--- config.mk ---
export PLATFORM = sky130hd
export DESIGN_NAME = ticks_bcd_converter
export DESIGN_NICKNAME = d
export VERILOG_FILES = /design/src/rtl/ticks_bcd_converter.sv
export SDC_FILE = /design/constraint.sdc
export NUM_CORES = 1
export LEC_CHECK = 0
export CELL_PAD_IN_SITES_DETAIL_PLACEMENT = 0
export CELL_PAD_IN_SITES_GLOBAL_PLACEMENT = 1
export CORE_MARGIN = 1
export CORE_UTILIZATION = 47
export CTS_CLUSTER_SIZE = 12
export DETAILED_ROUTE_END_ITERATION = 10
export GPL_TIMING_DRIVEN = 0
export PLACE_DENSITY = 0.94
export SLEW_MARGIN = 30
export SYNTH_ARGS = -nofsm -noshare
export SYNTH_HDL_FRONTEND = slang
export SYNTH_SLANG_ARGS = --single-unit
export TNS_END_PERCENT = 20
--- constraint.sdc ---
create_clock -name clk -period 3.17 [get_ports clk]
set_input_delay 0.634 -clock clk [delete_from_list [all_inputs] [get_ports clk]]
set_output_delay 0.634 -clock clk [all_outputs]
set_load 0.05 [all_outputs]
--- src/rtl/ticks_bcd_converter.sv ---
// Sequential binary-to-BCD converter (shift-and-add-3), one input bit per clock.
// A start/busy/done handshake lets the LCD side request a fresh snapshot of the tick count.
module ticks_bcd_converter #(
  parameter int IN_W    = 17,
  parameter int DIGITS  = 6,
  parameter int MAX_VAL = 96000
) (
  input  logic                  clk,
  input  logic                  rst_n,
  input  logic                  start_conv,
  input  logic [IN_W-1:0]       ticks_in,
  output logic                  busy,
  output logic                  done,
  output logic [4*DIGITS-1:0]   bcd,
  output logic                  over
);

  localparam int BCD_W = 4 * DIGITS;
  localparam int WRK_W = BCD_W + IN_W;
  localparam int CNT_W = (IN_W > 1) ? $clog2(IN_W) : 1;
  localparam logic [CNT_W-1:0] LAST_BIT = CNT_W'(IN_W - 1);

  typedef enum logic {
    IDLE  = 1'b0,
    SHIFT = 1'b1
  } state_t;

  state_t             state_r;
  logic [WRK_W-1:0]   work_r;
  logic [CNT_W-1:0]   cnt_r;
  logic               over_next_r;
  logic [WRK_W-1:0]   adj_s;
  logic [WRK_W-1:0]   shifted_s;

  // Each nibble of 5..9 gets +3 so the following shift carries into the next digit; max sum is 12.
  function automatic logic [BCD_W-1:0] add3_nibbles(input logic [BCD_W-1:0] acc);
    logic [BCD_W-1:0] res;
    res = acc;
    for (int i = 0; i < DIGITS; i++) begin
      if (acc[4*i +: 4] >= 4'd5) begin
        res[4*i +: 4] = acc[4*i +: 4] + 4'd3;
      end else begin
        res[4*i +: 4] = acc[4*i +: 4];
      end
    end
    return res;
  endfunction

  // One double-dabble step: adjust the BCD field, then shift the whole working register.
  always_comb begin
    adj_s     = {add3_nibbles(work_r[WRK_W-1:IN_W]), work_r[IN_W-1:0]};
    shifted_s = {adj_s[WRK_W-2:0], 1'b0};
  end

  // Handshake FSM with the working register and all registered outputs.
  always_ff @(posedge clk or negedge rst_n) begin
    if (!rst_n) begin
      state_r     <= IDLE;
      work_r      <= '0;
      cnt_r       <= '0;
      over_next_r <= 1'b0;
      busy        <= 1'b0;
      done        <= 1'b0;
      bcd         <= '0;
      over        <= 1'b0;
    end else begin
      case (state_r)
        IDLE: begin
          done <= 1'b0;
          if (start_conv) begin
            work_r      <= {{BCD_W{1'b0}}, ticks_in};
            cnt_r       <= '0;
            over_next_r <= (32'(ticks_in) > 32'(MAX_VAL));
            busy        <= 1'b1;
            state_r     <= SHIFT;
          end
        end
        SHIFT: begin
          work_r <= shifted_s;
          cnt_r  <= cnt_r + CNT_W'(1);
          // Last input bit consumed: publish and return to idle; a start seen here is dropped.
          if (cnt_r == LAST_BIT) begin
            bcd     <= shifted_s[WRK_W-1:IN_W];
            over    <= over_next_r;
            done    <= 1'b1;
            busy    <= 1'b0;
            cnt_r   <= '0;
            state_r <= IDLE;
          end
        end
        default: begin
          state_r <= IDLE;
          busy    <= 1'b0;
          done    <= 1'b0;
          cnt_r   <= '0;
        end
      endcase
    end
  end

endmodule

==> qor.yml, run 1 <==
setup_path:
  crit_type: "register to output pin"
  worstSetupStartpoint: "bcd[11]"
  cp-start-kind: "register"
  cp_slowest_cell: "clkdlybuf4s50_1"
  path_depth: 1
  reg2reg_depth: 6
  worst_ep_required_time_ns: 2.54
  critPathCapture: "bcd[11]"
  crit_chain: "clkdlybuf4s50_1"
  cp_max_fo: 2
  arrival_ns: 1.54
  critPathBufInv: 1
  worstReg2RegStart: "cnt_r[0]"
  r2r_end: "bcd[13]"
  critPathTopFamily: "buffers and inverters"
  max_stage_delay_ns: 0.82
  regToRegSetupSlack_ns: 1.46
  cp-end-kind: "output pin"
detailed_routing:
  drtIter0Drc: 125
  drc_errors: 0
  routedWlPerCell_um: 14.73
  vias: 2744
  ant_nets: 0
  drtPass1Iterations: 6
  viasPerCell: 5.391
  routed_wl_um: 7496
clock_tree:
  cts_hold_buf: 0
  clk_latency_ns: 0.35
  cts_sinks: 75
  clk_pin_slew_worst_paths_ns: 0.08
  cts_buffers: 9
  cts_max_path_buffers: 2
  post_cts_buffers: 0
  root_buffer: "clkbuf_8"
  cts_resized: 0
  htree_levels: 3
  cts_tree: "built"
place:
  port_buffers: 46
  dp_hpwl_um: 5381
  gp_congestion: 0.8127
  placed_cell_area_sq_um: 4285
  placedCellCount: 493
  place_ws_ns: 0.9487
run_status:
  status: "complete, no violations"
sta:
  finClkSkew_ns: 0.006006
  tightest_slew_ns: 0.5428
  max_slew_margin_pct: 63.81
  slew_violations: 0
  fmax_mhz: 459.1
  rsz0062_at_grt: "no"
  timing.final.ws_setup_ns: 0.9917
  hold_violations: 0
  layout_min_cycle_time_ns: 2.178
  finalCritPeriodShare_pct: 68.71
  setup_violations: 0
power:
  p_seq_share_pct: 34.6
  p_sw_w: 0.001978
  p_sw_share_pct: 41.17
  ir_worst_vdd_uv: 480.9
  clkPwrFrac_pct: 18.5
  leakagePower_nw: 2.145
  p_int_w: 0.002827
  cellPowerDensity_nw_per_um2: 1061
  p_comb_share_pct: 46.9
  finalPower_w: 0.004804
synthesis:
  synth_seq_cells: 75
  syn_nets: 381
  netlist_area_sq_um: 3684
  synthCells: 347
  seq_area_frac_synth_pct: 50.95
  syn_avg_cell_area_sq_um: 10.62
  yosys_warnings: 0
  synthDistinctLibCells: 32
layout:
  fin_cells: 509
  drive_gt1_share_pct: 9.024
  fillerInstances: 657
  final_area_sq_um: 4527
  post-route-util_pct: 61.10
  antennaDiodeCount: 0
  area_growth_pct: 22.89
  multi_input_area_sq_um: 1672
  final_nets: 439
  regArea_sq_um: 1877
flow_run:
  maxCapViolations: 0
floorplan:
  die_w_um: 90.53
  num_rows: 31
  ios: 47
  fp.dieH_um: 90.53
  coreArea_sq_um: 7408
  die-area_sq_um: 8196
  initial_core_util_pct: 49.72
global_routing:
  grt-ovfl-total: 0
  track_usage_pct: 19.72
  grt_max_degree: 40
  grt_pass1_vias: 2665
  grt_first_pass_wirelength_um: 12720
  grt_antenna_before_repair: 0
worst_hold_path:
  hp-class: "input port to asynchronous set/reset pin"
-- power by group through the flow --
stage               sequential (W)  combinational (W)  clock, W
global placement           0.00166            0.00219         0
floorplan                  0.00211            0.00116         0
finish                     0.00166            0.00225  0.000887
global route               0.00172            0.00246  0.000942
CTS                        0.00166            0.00228  0.000902
detailed placement         0.00168            0.00227         0
-- cell usage in the layout (no fill, tap or decap), types with 3 or more instances in the layout --
master,Yosys,final
nand3_1,5,5
dfrtp_1,75,75
nand2b_1,24,24
nand2_1,43,43
mux2_4,5,5
xnor2_1,6,6
clkbuf_8,0,10
clkdlybuf4s50_1,0,45
mux2_2,3,3
ha_1,14,14
bufinv_16,0,3
clkbuf_1,7,8
a22o_1,6,6
nor2_1,3,3
mux2i_1,38,38
o21ai_0,44,44
a21oi_1,18,18
inv_1,14,14
nor3b_1,14,14
buf_2,9,9
-- cells in the mapped netlist --
library cell | count | area share (%)
dfrtp_1 | 75 | 51
ha_1 | 14 | 4.8
or4_1 | 1 | 0.20
nand2b_1 | 24 | 4.1
o311a_1 | 1 | 0.27
nor4_1 | 2 | 0.34
mux2_4 | 5 | 2.0
nand3_1 | 5 | 0.68
and4bb_2 | 1 | 0.34
xnor2_1 | 6 | 1.4
nand4b_1 | 1 | 0.24
o21a_1 | 1 | 0.20
a31oi_1 | 2 | 0.34
clkbuf_1 | 7 | 0.71
nor2b_1 | 2 | 0.34
a22o_1 | 6 | 1.4
xor2_1 | 1 | 0.24
buf_6 | 1 | 0.31
a211o_1 | 1 | 0.24
nand2_4 | 1 | 0.31
nor2_1 | 3 | 0.31
o31ai_1 | 2 | 0.41
nor3_1 | 1 | 0.14
inv_1 | 14 | 1.4
nor3b_1 | 14 | 2.9
nand4_1 | 1 | 0.17
buf_2 | 9 | 1.2
a21oi_1 | 18 | 2.4
o21ai_0 | 44 | 6.0
mux2i_1 | 38 | 10
mux2_2 | 3 | 0.92
nand2_1 | 43 | 4.4
-- registers in the layout (all words and copies together), names as in the netlist --
register and flops:
over_next_r 1, cnt_r 5, done 1, state_r 1, busy 1, over 1, work_r 41, bcd 24
-- per-stage QoR --
| step | hold WS [ns] | setup TNS, ns |
|---|---|---|
| after floorplan | 0.3384 | 0 |
| after global placement | 0.4612 | -88.12 |
| after detailed placement | 0.4699 | 0 |
| after CTS | 0.2648 | 0 |
| after global routing | 0.2761 | 0 |
| final | 0.2516 | 0 |
-- how the worst min path moves through the flow --
stage,end,slack [ns],cells past startpoint
finish,bcd[20],0.25,1
global route,bcd[15],0.28,1
CTS,bcd[16],0.26,1
detailed placement,bcd[19],0.47,2
global placement,work_r[9],0.46,2
floorplan,bcd[0],0.34,0
-- worst register-to-register path, stage by stage, from the launching register on --
cell      delay (ns)
dfrtp_1         0.41
inv_1           0.06
ha_1            0.20
and4bb_2        0.29
nand2_4         0.13
clkbuf_1        0.33
o21ai_0         0.16
-- cells by family (layout without fill, tap and decap cells) --
group / Yosys count / in the layout / share of synthesized area, %
simple gates: 99 / 99 / 14.37
compound gates: 75 / 75 / 11.31
flops: 75 / 75 / 50.95
mux: 46 / 46 / 13.28
buf+inv: 31 / 94 / 3.668
fa+ha+maj: 14 / 14 / 4.755
xor+xnor: 7 / 7 / 1.664
-- per-layer routing --
layer | global-route usage, % | vias to the layer above | routed length, um
li1 | - | 1319 | -
met1 | 24.90 | 1356 | 3328
met2 | 33.14 | 59 | 3733
met3 | 4.966 | 10 | 316
met4 | 6.183 | 0 | 117
met5 | 0 | - | 0
-- layout make-up --
| type | count | share of cell area (%) |
|---|---|---|
| clock inverters | 5 | 2.211 |
| inverters | 14 | 1.161 |
| plain buffers | 17 | 1.824 |
| clock buffers | 11 | 3.123 |
| well taps | 99 | 2.736 |
| repair buffers | 47 | 10.56 |
| multi-input cells | 241 | 36.93 |
| flip-flops and latches | 75 | 41.46 |
Power figures use the tool's default switching activity.
==> run 2, diff against run 1 <==
--- a/config.mk
+++ b/config.mk
@@ -8,11 +8,11 @@
 export CELL_PAD_IN_SITES_DETAIL_PLACEMENT = 0
 export CELL_PAD_IN_SITES_GLOBAL_PLACEMENT = 1
 export CORE_MARGIN = 1
-export CORE_UTILIZATION = 47
+export CORE_UTILIZATION = 39
 export CTS_CLUSTER_SIZE = 12
 export DETAILED_ROUTE_END_ITERATION = 10
 export GPL_TIMING_DRIVEN = 0
-export PLACE_DENSITY = 0.94
+export PLACE_DENSITY = 0.84
 export SLEW_MARGIN = 30
 export SYNTH_ARGS = -nofsm -noshare
 export SYNTH_HDL_FRONTEND = slang
==> constraint.sdc (replaced) <==
create_clock -name clk -period 1.8 [get_ports clk]
set_input_delay 0.36 -clock clk [delete_from_list [all_inputs] [get_ports clk]]
set_output_delay 0.36 -clock clk [all_outputs]
set_load 0.05 [all_outputs]
==> run 2 against run 1 <==
  * Count of clock-buffer cells in the layout is 1 higher
  * Final area about the same
  * Critical path depth is 5 higher
  * Power is 74% higher
  * Via count shrank 3.6%
  * Clock power is 86% higher
  * Clock skew up 0.0017 ns
  * Critical path type is now register to register
==> qor.yml, run 2 (same netlist as run 1, synthesis figures left out) <==
clock_tree:
  htree_levels: 3  # unchanged
  cts_sinks: 75  # unchanged
  clk_latency_ns: 0.35  # about the same
  root_buffer: "clkbuf_8"  # unchanged
  post_cts_buffers: 0  # unchanged
  cts_hold_buf: 0  # unchanged
  cts_buffers: 9  # unchanged
  clk_pin_slew_worst_paths_ns: 0.08  # about the same
  cts_tree: "built"  # unchanged
  cts_max_path_buffers: 2  # unchanged
worst_hold_path:
  hp-class: "input port to asynchronous set/reset pin"  # unchanged
layout:
  drive_gt1_share_pct: 9.512  # was 9.024%
  largest-register: "work_r"  # unchanged
  final_nets: 439  # unchanged
  final_common_cell: "dfrtp_1"  # unchanged
  area_growth_pct: 22.93  # was 22.89%
  reg.largest.list: "work_r: 41 flops, bcd: 24 flops, cnt_r: 5 flops"  # unchanged
  largest_reg_flops: 41  # unchanged
  antennaDiodeCount: 0  # unchanged
  mostFrequentLayoutCells: "dfrtp_1 (75), o21ai_0 (44), nand2_1 (43)"  # was dfrtp_1 (75), clkdlybuf4s50_1 (45), o21ai_0 (44)
detailed_routing:
  routedWlPerCell_um: 14.81  # was 14.73 um
  ant_nets: 0  # unchanged
  routed_wl_um: 7714  # was 7496 um
  vias: 2646  # was 2744
  drtIter0Drc: 93  # was 125
  drtPass1Iterations: 4  # was 6
  drc_errors: 0  # unchanged
  viasPerCell: 5.079  # was 5.391
setup_path:
  regToRegSetupSlack_ns: 0.11  # was 1.46 ns
  path_depth: 6  # was 1
  cp_max_fo: 10  # was 2
  cp-end-kind: "register"  # was output pin
  critPathCapture: "bcd[22]"  # was bcd[11]
  arrival_ns: 1.92  # was 1.54 ns
  critPathBufInv: 2  # was 1
  cp-start-kind: "register"  # unchanged
  worstSetupStartpoint: "cnt_r[0]"  # was bcd[11]
  crit_type: "register to register"  # was register to output pin
  crit_chain: "inv_1 -> ha_1 -> and4bb_2 -> nand2_4 -> buf_6 -> mux2_4"  # was clkdlybuf4s50_1
  critPathTopFamily: "simple AND/OR/NAND/NOR gates"  # was buffers and inverters
  reg2reg_depth: 6  # unchanged
  max_stage_delay_ns: 0.41  # was 0.82 ns
  r2r_end: "bcd[22]"  # was bcd[13]
  worstReg2RegStart: "cnt_r[0]"  # unchanged
  worst_ep_required_time_ns: 2.03  # was 2.54 ns
  cp_slowest_cell: "dfrtp_1"  # was clkdlybuf4s50_1
sta:
  timing.final.ws_setup_ns: 0.1105  # was 0.9917 ns
  setup-tns-final_ns: 0  # unchanged
  setup_violations: 0  # unchanged
  hold_violations: 0  # unchanged
  layout_min_cycle_time_ns: 1.690
  slew_violations: 0  # unchanged
  finClkSkew_ns: 0.007755  # was 0.006006 ns
  tightest_slew_ns: 0.5838  # was 0.5428 ns
  max_slew_margin_pct: 61.08  # was 63.81%
  rsz0062_at_grt: "no"  # unchanged
  fmax_mhz: 591.9
  whs_ns: 0.003984  # was 0.2516 ns
  finalCritPeriodShare_pct: 93.86
flow_run:
  maxCapViolations: 0  # unchanged
floorplan:
  die-area_sq_um: 9838  # was 8196 sq um
  initial_core_util_pct: 40.05  # was 49.72%
  coreArea_sq_um: 9196  # was 7408 sq um
  die_w_um: 99.19  # was 90.53 um
  fp.dieH_um: 99.19  # was 90.53 um
  num_rows: 35  # was 31
  ios: 47  # unchanged
power:
  ir_worst_vdd_uv: 1017  # was 480.9 uV
  cellPowerDensity_nw_per_um2: 1844  # was 1061 nW/um^2
  finalPower_w: 0.008350  # was 0.004804 W
  leakagePower_nw: 2.242  # was 2.145 nW
place:
  gp_congestion: 0.8256  # was 0.8127
  port_buffers: 46  # unchanged
  dp_hpwl_um: 5443  # was 5381 um
  place_ws_ns: -0.1714  # was 0.9487 ns
global_routing:
  track_usage_pct: 17.06  # was 19.72%
  grt_max_degree: 45  # was 40
  grt_antenna_before_repair: 0  # unchanged
  grt-ovfl-total: 0  # unchanged
  grt_first_pass_wirelength_um: 13010  # was 12720 um
  grt_pass1_vias: 2667  # was 2665
run_status:
  status: "complete, no violations"  # unchanged
[run 2: per-layer routing]
metal	part of all wire, %	global-route usage, %	wire (um)
met1	47	21.88	3644
met2	49	29.48	3755
met3	3.2	4.006	246
met4	0.87	3.733	67
met5	0	0	0
[run 2: where the power goes]
| group | total, W | internal [W] | switching [W] |
|---|---|---|---|
| clock | 0.00165 | 0.00103 | 0.000622 |
| combinational | 0.00378 | 0.00144 | 0.00233 |
| sequential | 0.00292 | 0.00240 | 0.000520 |
[run 2: layout make-up]
class / instances / area (sq um)
Clock buffer: 12 / 165.2
Multi-Input combinational cell: 241 / 1672
Clock inverter: 4 / 95.09
Timing Repair Buffer: 47 / 444.2
Buffer: 17 / 83.83
Sequential cell: 75 / 1877
Fill cell: 873 / 4668
Inverter: 14 / 52.55
Tap cell: 111 / 138.9
[run 2: how the worst min path moves through the flow]
stage | startpoint | endpoint | depth (start not counted) | slack, ns
after floorplan | rst_n | bcd[0] | 0 | 0.06
after global placement | bcd[12] | bcd[12] | 2 | 0.46
after detailed placement | rst_n | bcd[18] | 1 | 0.40
after CTS | rst_n | bcd[18] | 1 | 0.02
after global routing | rst_n | bcd[19] | 1 | 0.04
final | rst_n | bcd[19] | 1 | 0.004
[run 2: through the flow]
step | utilization, % | area, sq um | instances
6_report | 49.24 | 4528 | 521
5_1_grt | 49.24 | 4528 | 521
4_1_cts | 49.22 | 4527 | 521
3_5_place_dp | 46.76 | 4300 | 505
3_3_place_gp | 46.57 | 4283 | 504
2_1_floorplan | - | 3684 | 347
[run 2: worst register-to-register path: stages, from the launching register on]
cell and delay, ns:
dfrtp_1 0.41, inv_1 0.06, ha_1 0.20, and4bb_2 0.29, nand2_4 0.13, buf_6 0.18, mux2_4 0.31
[run 2: timing repair]
item | 4_1_cts | 5_1_grt
resized for setup | 27 | 2
pin swaps | 0 | 0
setup endpoints to repair | 27 | 10
hold endpoints to repair | 0 | 0
